File: config.mk
export PLATFORM = sky130hd
export DESIGN_NAME = audio_mix_scheduler_flat
export DESIGN_NICKNAME = d
export VERILOG_FILES = /design/src/rtl/audio_mix_scheduler_if.sv /design/src/rtl/audio_mix_scheduler.sv /design/src/flat_wrapper.sv
export SDC_FILE = /design/constraint.sdc
export NUM_CORES = 1
export LEC_CHECK = 0
export ABC_AREA = 1
export CAP_MARGIN = 20
export CORE_UTILIZATION = 55
export DETAILED_ROUTE_END_ITERATION = 8
export PLACE_DENSITY = 0.89
export SKIP_LAST_GASP = 1
export SYNTH_ARGS = -nofsm -noshare
export SYNTH_HDL_FRONTEND = slang
export SYNTH_SLANG_ARGS = --single-unit
File: constraint.sdc
create_clock -name mclk -period 17.6 [get_ports mclk]
set_input_delay 3.52 -clock mclk [delete_from_list [all_inputs] [get_ports mclk]]
set_output_delay 3.52 -clock mclk [all_outputs]
set_load 0.01 [all_outputs]
File: src/rtl/audio_mix_scheduler_if.sv
// Bus bundle for the audio mix scheduler: frame clock, source snapshot inputs,
// master-buffer write port and status flags.
interface audio_mix_scheduler_if #(
  parameter int NUM_SRC     = 6,
  parameter int SAMPLE_BITS = 16,
  parameter int VOLUME_BITS = 8,
  parameter int IDX_W       = 8
);
  logic                              lrclk;
  logic [IDX_W-1:0]                  rd_index;
  logic [NUM_SRC*SAMPLE_BITS-1:0]    src_sample;
  logic [NUM_SRC*VOLUME_BITS-1:0]    src_vol;
  logic [NUM_SRC-1:0]                src_en;
  logic                              clr_flags;
  logic                              wr_en;
  logic [IDX_W-1:0]                  wr_addr;
  logic signed [SAMPLE_BITS-1:0]     wr_data;
  logic                              busy;
  logic                              clip;
  logic                              overrun;

  modport slave (
    input  lrclk, rd_index, src_sample, src_vol, src_en, clr_flags,
    output wr_en, wr_addr, wr_data, busy, clip, overrun
  );

  modport master (
    output lrclk, rd_index, src_sample, src_vol, src_en, clr_flags,
    input  wr_en, wr_addr, wr_data, busy, clip, overrun
  );
endinterface

File: src/rtl/audio_mix_scheduler.sv
// Per-frame mix scheduler: snapshots all sources on a falling lrclk, accumulates
// one scaled source per mclk, saturates and writes one slot behind the player.
module audio_mix_scheduler #(
  parameter int NUM_SRC     = 6,
  parameter int SAMPLE_BITS = 16,
  parameter int VOLUME_BITS = 8,
  parameter int BUF_LEN     = 256,
  parameter int IDX_W       = 8
) (
  input logic                   mclk,
  input logic                   rstn,
  audio_mix_scheduler_if.slave  bus
);

  localparam int SB    = SAMPLE_BITS;
  localparam int VB    = VOLUME_BITS;
  localparam int ACC_W = SB + $clog2(NUM_SRC) + 1;
  localparam int K_W   = (NUM_SRC > 1) ? $clog2(NUM_SRC) : 1;

  localparam logic signed [ACC_W-1:0] SAT_MAX = ACC_W'((2 ** (SB - 1)) - 1);
  localparam logic signed [ACC_W-1:0] SAT_MIN = -SAT_MAX - 1;

  typedef enum logic [1:0] {S_IDLE, S_ACCUM, S_SAT, S_WRITE} state_t;

  // Gain is vol / 2**VB; the arithmetic shift floors toward -inf.
  function automatic logic signed [ACC_W-1:0] scale_term(
    input logic signed [SB-1:0] s,
    input logic        [VB-1:0] v
  );
    logic signed [SB+VB:0] prod;
    prod = s * $signed({1'b0, v});
    return ACC_W'(prod >>> VB);
  endfunction

  function automatic logic is_clipped(input logic signed [ACC_W-1:0] a);
    return (a > SAT_MAX) || (a < SAT_MIN);
  endfunction

  function automatic logic signed [SB-1:0] saturate(input logic signed [ACC_W-1:0] a);
    if (a > SAT_MAX)      return {1'b0, {(SB-1){1'b1}}};
    else if (a < SAT_MIN) return {1'b1, {(SB-1){1'b0}}};
    else                  return a[SB-1:0];
  endfunction

  state_t                  state_q, state_d;
  logic                    sync1_q, sync2_q, prev_q;
  logic                    frame_evt;
  logic signed [ACC_W-1:0] acc_q, acc_d;
  logic        [K_W-1:0]   k_q, k_d;
  logic        [IDX_W-1:0] addr_q, addr_d;
  logic signed [SB-1:0]    data_q, data_d;
  logic                    wr_en_q, wr_en_d;
  logic                    busy_q, busy_d;
  logic                    clip_q, clip_d;
  logic                    ovr_q, ovr_d;
  logic                    snap_load;
  logic                    clip_set;
  logic                    ovr_set;
  logic signed [ACC_W-1:0] term;

  logic signed [SB-1:0]    smp_q [NUM_SRC];
  logic        [VB-1:0]    vol_q [NUM_SRC];
  logic        [NUM_SRC-1:0] en_q;

  assign frame_evt = prev_q & ~sync2_q;

  // Synchroniser and control state
  always_ff @(posedge mclk or negedge rstn) begin
    if (!rstn) begin
      sync1_q <= 1'b0;
      sync2_q <= 1'b0;
      prev_q  <= 1'b0;
      state_q <= S_IDLE;
      acc_q   <= '0;
      k_q     <= '0;
      addr_q  <= '0;
      data_q  <= '0;
      wr_en_q <= 1'b0;
      busy_q  <= 1'b0;
      clip_q  <= 1'b0;
      ovr_q   <= 1'b0;
    end else begin
      sync1_q <= bus.lrclk;
      sync2_q <= sync1_q;
      prev_q  <= sync2_q;
      state_q <= state_d;
      acc_q   <= acc_d;
      k_q     <= k_d;
      addr_q  <= addr_d;
      data_q  <= data_d;
      wr_en_q <= wr_en_d;
      busy_q  <= busy_d;
      clip_q  <= clip_d;
      ovr_q   <= ovr_d;
    end
  end

  // Source snapshot: pure data, only meaningful after an accepted frame
  always_ff @(posedge mclk) begin
    if (snap_load) begin
      for (int k = 0; k < NUM_SRC; k++) begin
        smp_q[k] <= bus.src_sample[k*SB +: SB];
        vol_q[k] <= bus.src_vol[k*VB +: VB];
      end
      en_q <= bus.src_en;
    end
  end

  always_comb begin
    term = '0;
    if (en_q[k_q]) term = scale_term(smp_q[k_q], vol_q[k_q]);
  end

  always_comb begin
    state_d   = state_q;
    acc_d     = acc_q;
    k_d       = k_q;
    addr_d    = addr_q;
    data_d    = data_q;
    snap_load = 1'b0;
    clip_set  = 1'b0;
    ovr_set   = frame_evt && (state_q != S_IDLE);

    unique case (state_q)
      S_IDLE: begin
        if (frame_evt) begin
          snap_load = 1'b1;
          addr_d    = bus.rd_index - 1'b1;
          acc_d     = '0;
          k_d       = '0;
          state_d   = S_ACCUM;
        end
      end
      S_ACCUM: begin
        acc_d = acc_q + term;
        if (k_q == K_W'(NUM_SRC - 1)) state_d = S_SAT;
        else                          k_d     = k_q + 1'b1;
      end
      S_SAT: begin
        data_d   = saturate(acc_q);
        clip_set = is_clipped(acc_q);
        state_d  = S_WRITE;
      end
      S_WRITE: state_d = S_IDLE;
      default: state_d = S_IDLE;
    endcase

    // A new clip/overrun event outranks a clear in the same cycle.
    wr_en_d = (state_d == S_WRITE);
    busy_d  = (state_d != S_IDLE);
    clip_d  = (clip_q & ~bus.clr_flags) | clip_set;
    ovr_d   = (ovr_q  & ~bus.clr_flags) | ovr_set;
  end

  assign bus.wr_en   = wr_en_q;
  assign bus.wr_addr = addr_q;
  assign bus.wr_data = data_q;
  assign bus.busy    = busy_q;
  assign bus.clip    = clip_q;
  assign bus.overrun = ovr_q;

endmodule

File: src/flat_wrapper.sv
// flat-port wrapper written by rule: the top's interface ports become plain ports
module audio_mix_scheduler_flat 
#(
  parameter int NUM_SRC     = 6,
  parameter int SAMPLE_BITS = 16,
  parameter int VOLUME_BITS = 8,
  parameter int BUF_LEN     = 256,
  parameter int IDX_W       = 8
)
  (mclk, rstn, bus_lrclk, bus_rd_index, bus_src_sample, bus_src_vol, bus_src_en, bus_clr_flags, bus_wr_en, bus_wr_addr, bus_wr_data, bus_busy, bus_clip, bus_overrun);
  audio_mix_scheduler_if #(.NUM_SRC(NUM_SRC), .SAMPLE_BITS(SAMPLE_BITS), .VOLUME_BITS(VOLUME_BITS), .IDX_W(IDX_W)) bus_i ();
  input logic mclk;
  input logic rstn;
  input wire logic [$bits(bus_i.lrclk)-1:0] bus_lrclk;
  input wire logic [$bits(bus_i.rd_index)-1:0] bus_rd_index;
  input wire logic [$bits(bus_i.src_sample)-1:0] bus_src_sample;
  input wire logic [$bits(bus_i.src_vol)-1:0] bus_src_vol;
  input wire logic [$bits(bus_i.src_en)-1:0] bus_src_en;
  input wire logic [$bits(bus_i.clr_flags)-1:0] bus_clr_flags;
  output wire logic [$bits(bus_i.wr_en)-1:0] bus_wr_en;
  output wire logic [$bits(bus_i.wr_addr)-1:0] bus_wr_addr;
  output wire logic [$bits(bus_i.wr_data)-1:0] bus_wr_data;
  output wire logic [$bits(bus_i.busy)-1:0] bus_busy;
  output wire logic [$bits(bus_i.clip)-1:0] bus_clip;
  output wire logic [$bits(bus_i.overrun)-1:0] bus_overrun;
  assign bus_i.lrclk = bus_lrclk;
  assign bus_i.rd_index = bus_rd_index;
  assign bus_i.src_sample = bus_src_sample;
  assign bus_i.src_vol = bus_src_vol;
  assign bus_i.src_en = bus_src_en;
  assign bus_i.clr_flags = bus_clr_flags;
  assign bus_wr_en = bus_i.wr_en;
  assign bus_wr_addr = bus_i.wr_addr;
  assign bus_wr_data = bus_i.wr_data;
  assign bus_busy = bus_i.busy;
  assign bus_clip = bus_i.clip;
  assign bus_overrun = bus_i.overrun;
  audio_mix_scheduler #(.NUM_SRC(NUM_SRC), .SAMPLE_BITS(SAMPLE_BITS), .VOLUME_BITS(VOLUME_BITS), .BUF_LEN(BUF_LEN), .IDX_W(IDX_W)) u_core (.mclk(mclk), .rstn(rstn), .bus(bus_i));
endmodule
Yosys cells after proc, flatten, opt, wreduce, memory -nomap -nowiden

Memory sizes are Yosys's and may differ from the RTL's.
Cells that the tools add are included.

Flip-flop bits (word level): 62
RAM bits: 144
Bits of input ports: 162
Output and inout port bits: 28
Memories kept: 2

Add/subtract/negate cells: 3
Multiply operators: 1
Magnitude comparators: 3
Equal/unequal tests: 7
Multiplexer cells: 18
Bitwise gates (word level): 7
Reduce and logical (&&, ||, !) cells: 9

Memories:

| name         | depth | bits a word | rd ports | clocked after memory_dff | write ports | RTL line                  | source |
|---|---|---|---|---|---|---|---|
| u_core.smp_q | 6     | 16          | 1        | 0                        | 6           | audio_mix_scheduler.sv:61 | `logic signed [SB-1:0] smp_q [NUM_SRC];` |
| u_core.vol_q | 6     | 8           | 1        | 0                        | 6           | audio_mix_scheduler.sv:62 | `logic [VB-1:0] vol_q [NUM_SRC];` |

Operators by type and width:

| cell                                                                              | count |
|---|---|
| 20-bit 2-to-1 mux                                                                 | 2 |
| 20-bit case mux with 2 select lines                                               | 1 |
| 16-bit 2-to-1 mux                                                                 | 2 |
| 16-bit by 9-bit multiplier with 25-bit output                                     | 1 |
| 20-bit adder                                                                      | 1 |
| 20-bit by 16-bit greater-than comparator with 1-bit output, second input constant | 1 |
| 20-bit by 16-bit less-than comparator with 1-bit output, second input constant    | 1 |
| 2-bit case mux with 4 select lines                                                | 1 |
| 8-bit by 1-bit subtractor with 8-bit output, second input constant                | 1 |
| 2-bit equality test, second input constant                                        | 3 |
| 1-bit 2-to-1 mux                                                                  | 6 |
| 3-bit 2-to-1 mux                                                                  | 2 |
| 3-bit case mux with 2 select lines                                                | 1 |
| 2-bit nonzero test                                                                | 3 |
| 3-bit by 4-bit less-than comparator with 1-bit output, second input constant      | 1 |
| 2-bit 2-to-1 mux                                                                  | 2 |
| 2-bit AND reduction                                                               | 2 |
| 3-bit by 1-bit adder with 3-bit output, second input constant                     | 1 |
| 1-bit bitwise AND                                                                 | 3 |
| 1-bit binary-select mux with 3-bit select                                         | 1 |
| 3-bit equality test, second input constant                                        | 1 |
| 3-bit AND reduction                                                               | 1 |
| 2-bit by 1-bit equality test with 1-bit output, second input constant             | 1 |
| 2-bit logical NOT                                                                 | 1 |
| 6 further kinds                                                                   | 8 |

Longest topological paths before layout

Depth after elaboration: 6
Depth in mapped cells: 48
Mapped depth without buffers: 44

Worst setup path after synthesis

Ideal clock, no wire load.

Path kind: reg2reg
From: register u_core.k_q[0]
To: register u_core.acc_q[19]
Library setup time: 117 ps
Arrival time: 7000 ps
Data required time: 17483 ps
Path slack: 10482 ps
Cell stages (with the launch flop): 43
Cells stage by stage: dfrtp_1 -> inv_2 -> buf_6 -> buf_6 -> buf_2 -> buf_1 -> o21ai_0 -> o21ai_0 -> inv_1 -> clkbuf_1 -> nor2_1 -> fa_1 -> inv_1 -> fa_1 -> inv_1 -> fa_1 -> inv_1 -> fa_1 -> (+7 left out) -> a21oi_1 -> inv_1 -> o21ai_0 -> a21oi_1 -> ha_1 -> a21oi_1 -> o31ai_1 -> a21oi_1 -> o31ai_1 -> a221oi_1 -> inv_1 -> nand3_2 -> nand2_2 -> nand2_2 -> nand2_1 -> nand2_1 -> nand3_1 -> nand2_1

Word-level cells in the longest chain between the ends: 5
Elaborated cells between the ends (all ways): 8
Those cells by class: add/sub: 1; mul: 1; mux: 4; memory: 2

RTL lines:

| element                                                                           | RTL line                                              | source |
|---|---|---|
| start, declared                                                                   | audio_mix_scheduler.sv:49                             | `logic [K_W-1:0] k_q, k_d;` |
| start signal, assigned                                                            | audio_mix_scheduler.sv:88                             | `k_q <= k_d;` |
| memory 6 x 16 bit, or another cell as far along                                   | -                                                     |  |
| 16-bit by 9-bit multiplier with 25-bit output or 1-bit 2-to-1 mux (tied branches) | audio_mix_scheduler.sv:31, audio_mix_scheduler.sv:111 |  |
| 20-bit 2-to-1 mux *                                                               | audio_mix_scheduler.sv:111                            | `if (en_q[k_q]) term = scale_term(smp_q[k_q], vol_q[k_q]);` |
| 20-bit adder *                                                                    | audio_mix_scheduler.sv:135                            | `acc_d = acc_q + term;` |
| 20-bit case mux with 2 select lines *                                             | audio_mix_scheduler.sv:124                            | `unique case (state_q)` |
| end signal, assigned                                                              | audio_mix_scheduler.sv:74                             | `acc_q <= '0;` |
| end signal, assigned                                                              | audio_mix_scheduler.sv:87                             | `acc_q <= acc_d;` |
| end, declared                                                                     | audio_mix_scheduler.sv:48                             | `logic signed [ACC_W-1:0] acc_q, acc_d;` |

Mark *: on every way between the ends. The rest lies on a longest branch, timed or not. The select of a mux whose other input is x is not followed.
A chain may end at the register's enable or synchronous reset.

Worst setup path in the final report

Ends and elaborated chain as after synthesis.

==> run metrics <==
setup repair after global routing missed its margin false; Most Frequent Cell on Critical Path sky130_fd_sc_hd__nand2_1; total standard cell area after synthesis around 13,000 um2; Synth top cells by count sky130_fd_sc_hd__nand2_1 (253), sky130_fd_sc_hd__inv_1 (232), sky130_fd_sc_hd__edfxtp_1 (150), sky130_fd_sc_hd__nor2_1 (137), sky130_fd_sc_hd__fa_1 (102); Post-Synth Simple-Gate Area between 10 and 15%; synthesized instance count about 1,400; initial core utilization approximately 57%; mean post-synth cell area slightly below 10 um2; Final Skew between 9 and 10 ps; clk_lat worst skew between 500 and 600 ps; H-tree levels 1; async set-or-reset flop fraction in the synthesized netlist 27.2%; clock tree from TritonCTS built; Seq cells post-synth roughly 200; DIE AREA between 20,000 and 30,000 um2; initial detailed-routing violation count between 900 and 1,000; shortest clock period the worst path allows after layout a little under 9000 ps; total of max-cap violations 0; number of buffers added for setup after CTS 0; Clock Tree Buf Depth 3; share of the synthesized area in compound gates (AO/OA/AOI/OAI) about 11%; standard cell with the maximum stage delay on the critical path sky130_fd_sc_hd__o21ai_0; final sum of negative setup slack 0 ps; pin count of the biggest net entering global routing 80; global-route wire length before repair 55,000 um; cell area after layout between 15,000 and 20,000 um2; vertical die dimension around 160 um; largest stage delay on the critical path about 790 ps; antenna diode instance count 0; total of warnings raised by yosys 0; arithmetic-cell share of the synthesized area counting full adders, half adders and majority gates a little over a fifth; Hold Path Cell Cnt 0; main combinational cell family by area after synthesis adder cells; multiplexer fraction of the synthesized cell area 0%; CTS Hold Bufs 0; nets between 1,500 and 2,000; proportion of layout cells with a drive suffix above 1 4.76%; synth top area cells sky130_fd_sc_hd__edfxtp_1 (34%), sky130_fd_sc_hd__fa_1 (15%), sky130_fd_sc_hd__dfrtp_1 (10%); maximum frequency from static timing analysis between 0.1 and 0.15 GHz; Post-DP Area roughly 16,000 um2; parity-gate share of the synthesized area counting xor and xnor cells around 1.4%; Gates resized, CTS repair 0; required time at the endpoint of the critical path ~18,000 ps; depth of the worst register-to-register path 36; antenna viol nets, final 0; number of standard-cell rows in the floorplan between 50 and 60; largest fanout on the critical path between 70 and 80; Relative slew margins a little under a quarter; I/O Pins between 150 and 200; CTS clock-pin slew for the worst setup and hold paths 60 ps; number of global-route vias before repair approximately 11,000; via count approximately 11,000; share of Yosys cell area claimed by the top area cell type 33.6%; quantity of I/O buffers inserted on ports around 190; EDFF count, synth 150; placed wire-length estimate around 25,000 um; number of antenna violations at the first check in global routing 0; cell type with the highest aggregate area in the netlist sky130_fd_sc_hd__edfxtp_1; total routing resource utilization after global routing 28.8%; routability cong. about 0.97; DRC Markers 0; final-report max-slew violation count 0; width of the die approximately 160 um; area overhead of the layout relative to synthesis 21.2%; Crit Path Class flop to flop; CTS Root Buffer Type sky130_fd_sc_hd__clkbuf_16; Routed WL per cell ~18 um; number of vias per cell after detailed routing ~5.6; type of element launching the critical path flop; endpoint arrival time on the critical path around 9300 ps; cell with the most instances after synthesis sky130_fd_sc_hd__nand2_1; path category of the worst min-delay check flop to flop; synthesized net count about 1,700; endpoint class of the critical path flop; number of distinct library cells after synthesis 50; area of the core roughly 24,000 um2; grt ovf 0; number of detailed-route iterations in the first pass 5; clock sink count 206; run status finished, final reports clean; final core occ approximately 69%; count of final hold-check violations 0; sequential area share after synthesis between 40 and 50%; Num CTS Buffers 21; Final Routed Wirelength approximately 34,000 um; Worst Tran Pin Value roughly 1100 ps; Primary FF master, synth sky130_fd_sc_hd__edfxtp_1; crit share post-route between 50 and 60%; setup violation total in the final timing report 0
[state kept, by name, indices dropped and copies added (netlist names)]
register            cells
u_core.en_q             6
u_core.state_q          2
u_core.bus.wr_en        1
u_core.bus.clip         1
u_core.prev_q           1
u_core.k_q              3
u_core.bus.wr_data     16
u_core.acc_q           20
u_core.sync1_q          1
u_core.smp_q           96
u_core.sync2_q          1
u_core.bus.overrun      1
u_core.bus.busy         1
u_core.bus.wr_addr      8
u_core.vol_q           48
[worst max-delay path: cells and delay by family (launching register included)]
family	cells	cell delay, ps
AND/OR/NAND/NOR	13	1420
adder cells (fa/ha/maj)	6	2710
AO/OA/AOI/OAI	10	2760
flip-flops	1	410
buffers and inverters	7	1450
[final timing paths]
| kind | from | slack [ps] | to |
|---|---|---|---|
| worst min register to register | u_core.sync1_q$_DFF_PN0_ | 350 | u_core.sync2_q$_DFF_PN0_ |
| max in group asynchronous | rstn | 13870 | u_core.k_q[0]$_DFFE_PN0P_ |
| worst max register to register | u_core.k_q[0]$_DFFE_PN0P_ | 8740 | u_core.acc_q[19]$_DFFE_PN0P_ |
| worst max-delay path | u_core.k_q[0]$_DFFE_PN0P_ | 8740 | u_core.acc_q[19]$_DFFE_PN0P_ |
| min in group asynchronous | rstn | 3170 | u_core.bus.wr_data[6]$_DFFE_PN0P_ |
| worst min-delay path | u_core.sync1_q$_DFF_PN0_ | 350 | u_core.sync2_q$_DFF_PN0_ |
[stage by stage]
step	instances	hold slack, ps	setup slack (ps)
4_1_cts	1894	357	8910
3_3_place_gp	1856	337	9290
5_1_grt	1894	378	8150
3_5_place_dp	1856	343	9060
2_1_floorplan	1381	331	10480
6_report	1894	353	8740
[cell usage in the layout, fill, tap and decap left out, drive strengths merged, types with 2 or more instances in the layout]
cell type,instances
nor3,7
o21a,4
o21ai,94
edfxtp,150
nand4,6
nor4,2
o21bai,4
xnor2,14
clkdlybuf4s50,188
inv,238
nor2,139
nand3,28
buf,10
nand2,271
fa,102
ha,67
a22o,2
a31oi,5
o22ai,4
o31ai,7
clkinv,5
xor2,8
a21o,3
bufinv,2
clkbuf,29
a32o,22
a21oi,95
dfrtp,56
[area by class of cell]
class                      count  area [um2]
inverter                     237         895
clock inverter                 9         101
fill                        1721        7440
tap                          319         399
multi-input combinational    896        6410
sequential                   206        5910
clock buffer                  29         576
timing repair buffer         198        1950
[routing by layer]
layer	up-vias	wire length [um]	global-route usage [%]
li1	4868	-	-
met1	5052	12900	36.0
met2	551	17000	49.9
met3	103	2920	4.52
met4	0	1380	12.0
met5	-	0	0
[cell families after synthesis]
family	count (synthesis)
AND/OR/NAND/NOR	457
buffers and inverters	279
flip-flops	206
adder cells (fa/ha/maj)	169
XOR/XNOR	22
AO/OA/AOI/OAI	248
Power is not shown: default switching activity piles up to over one toggle a cycle in this logic, so the estimate is an artifact.
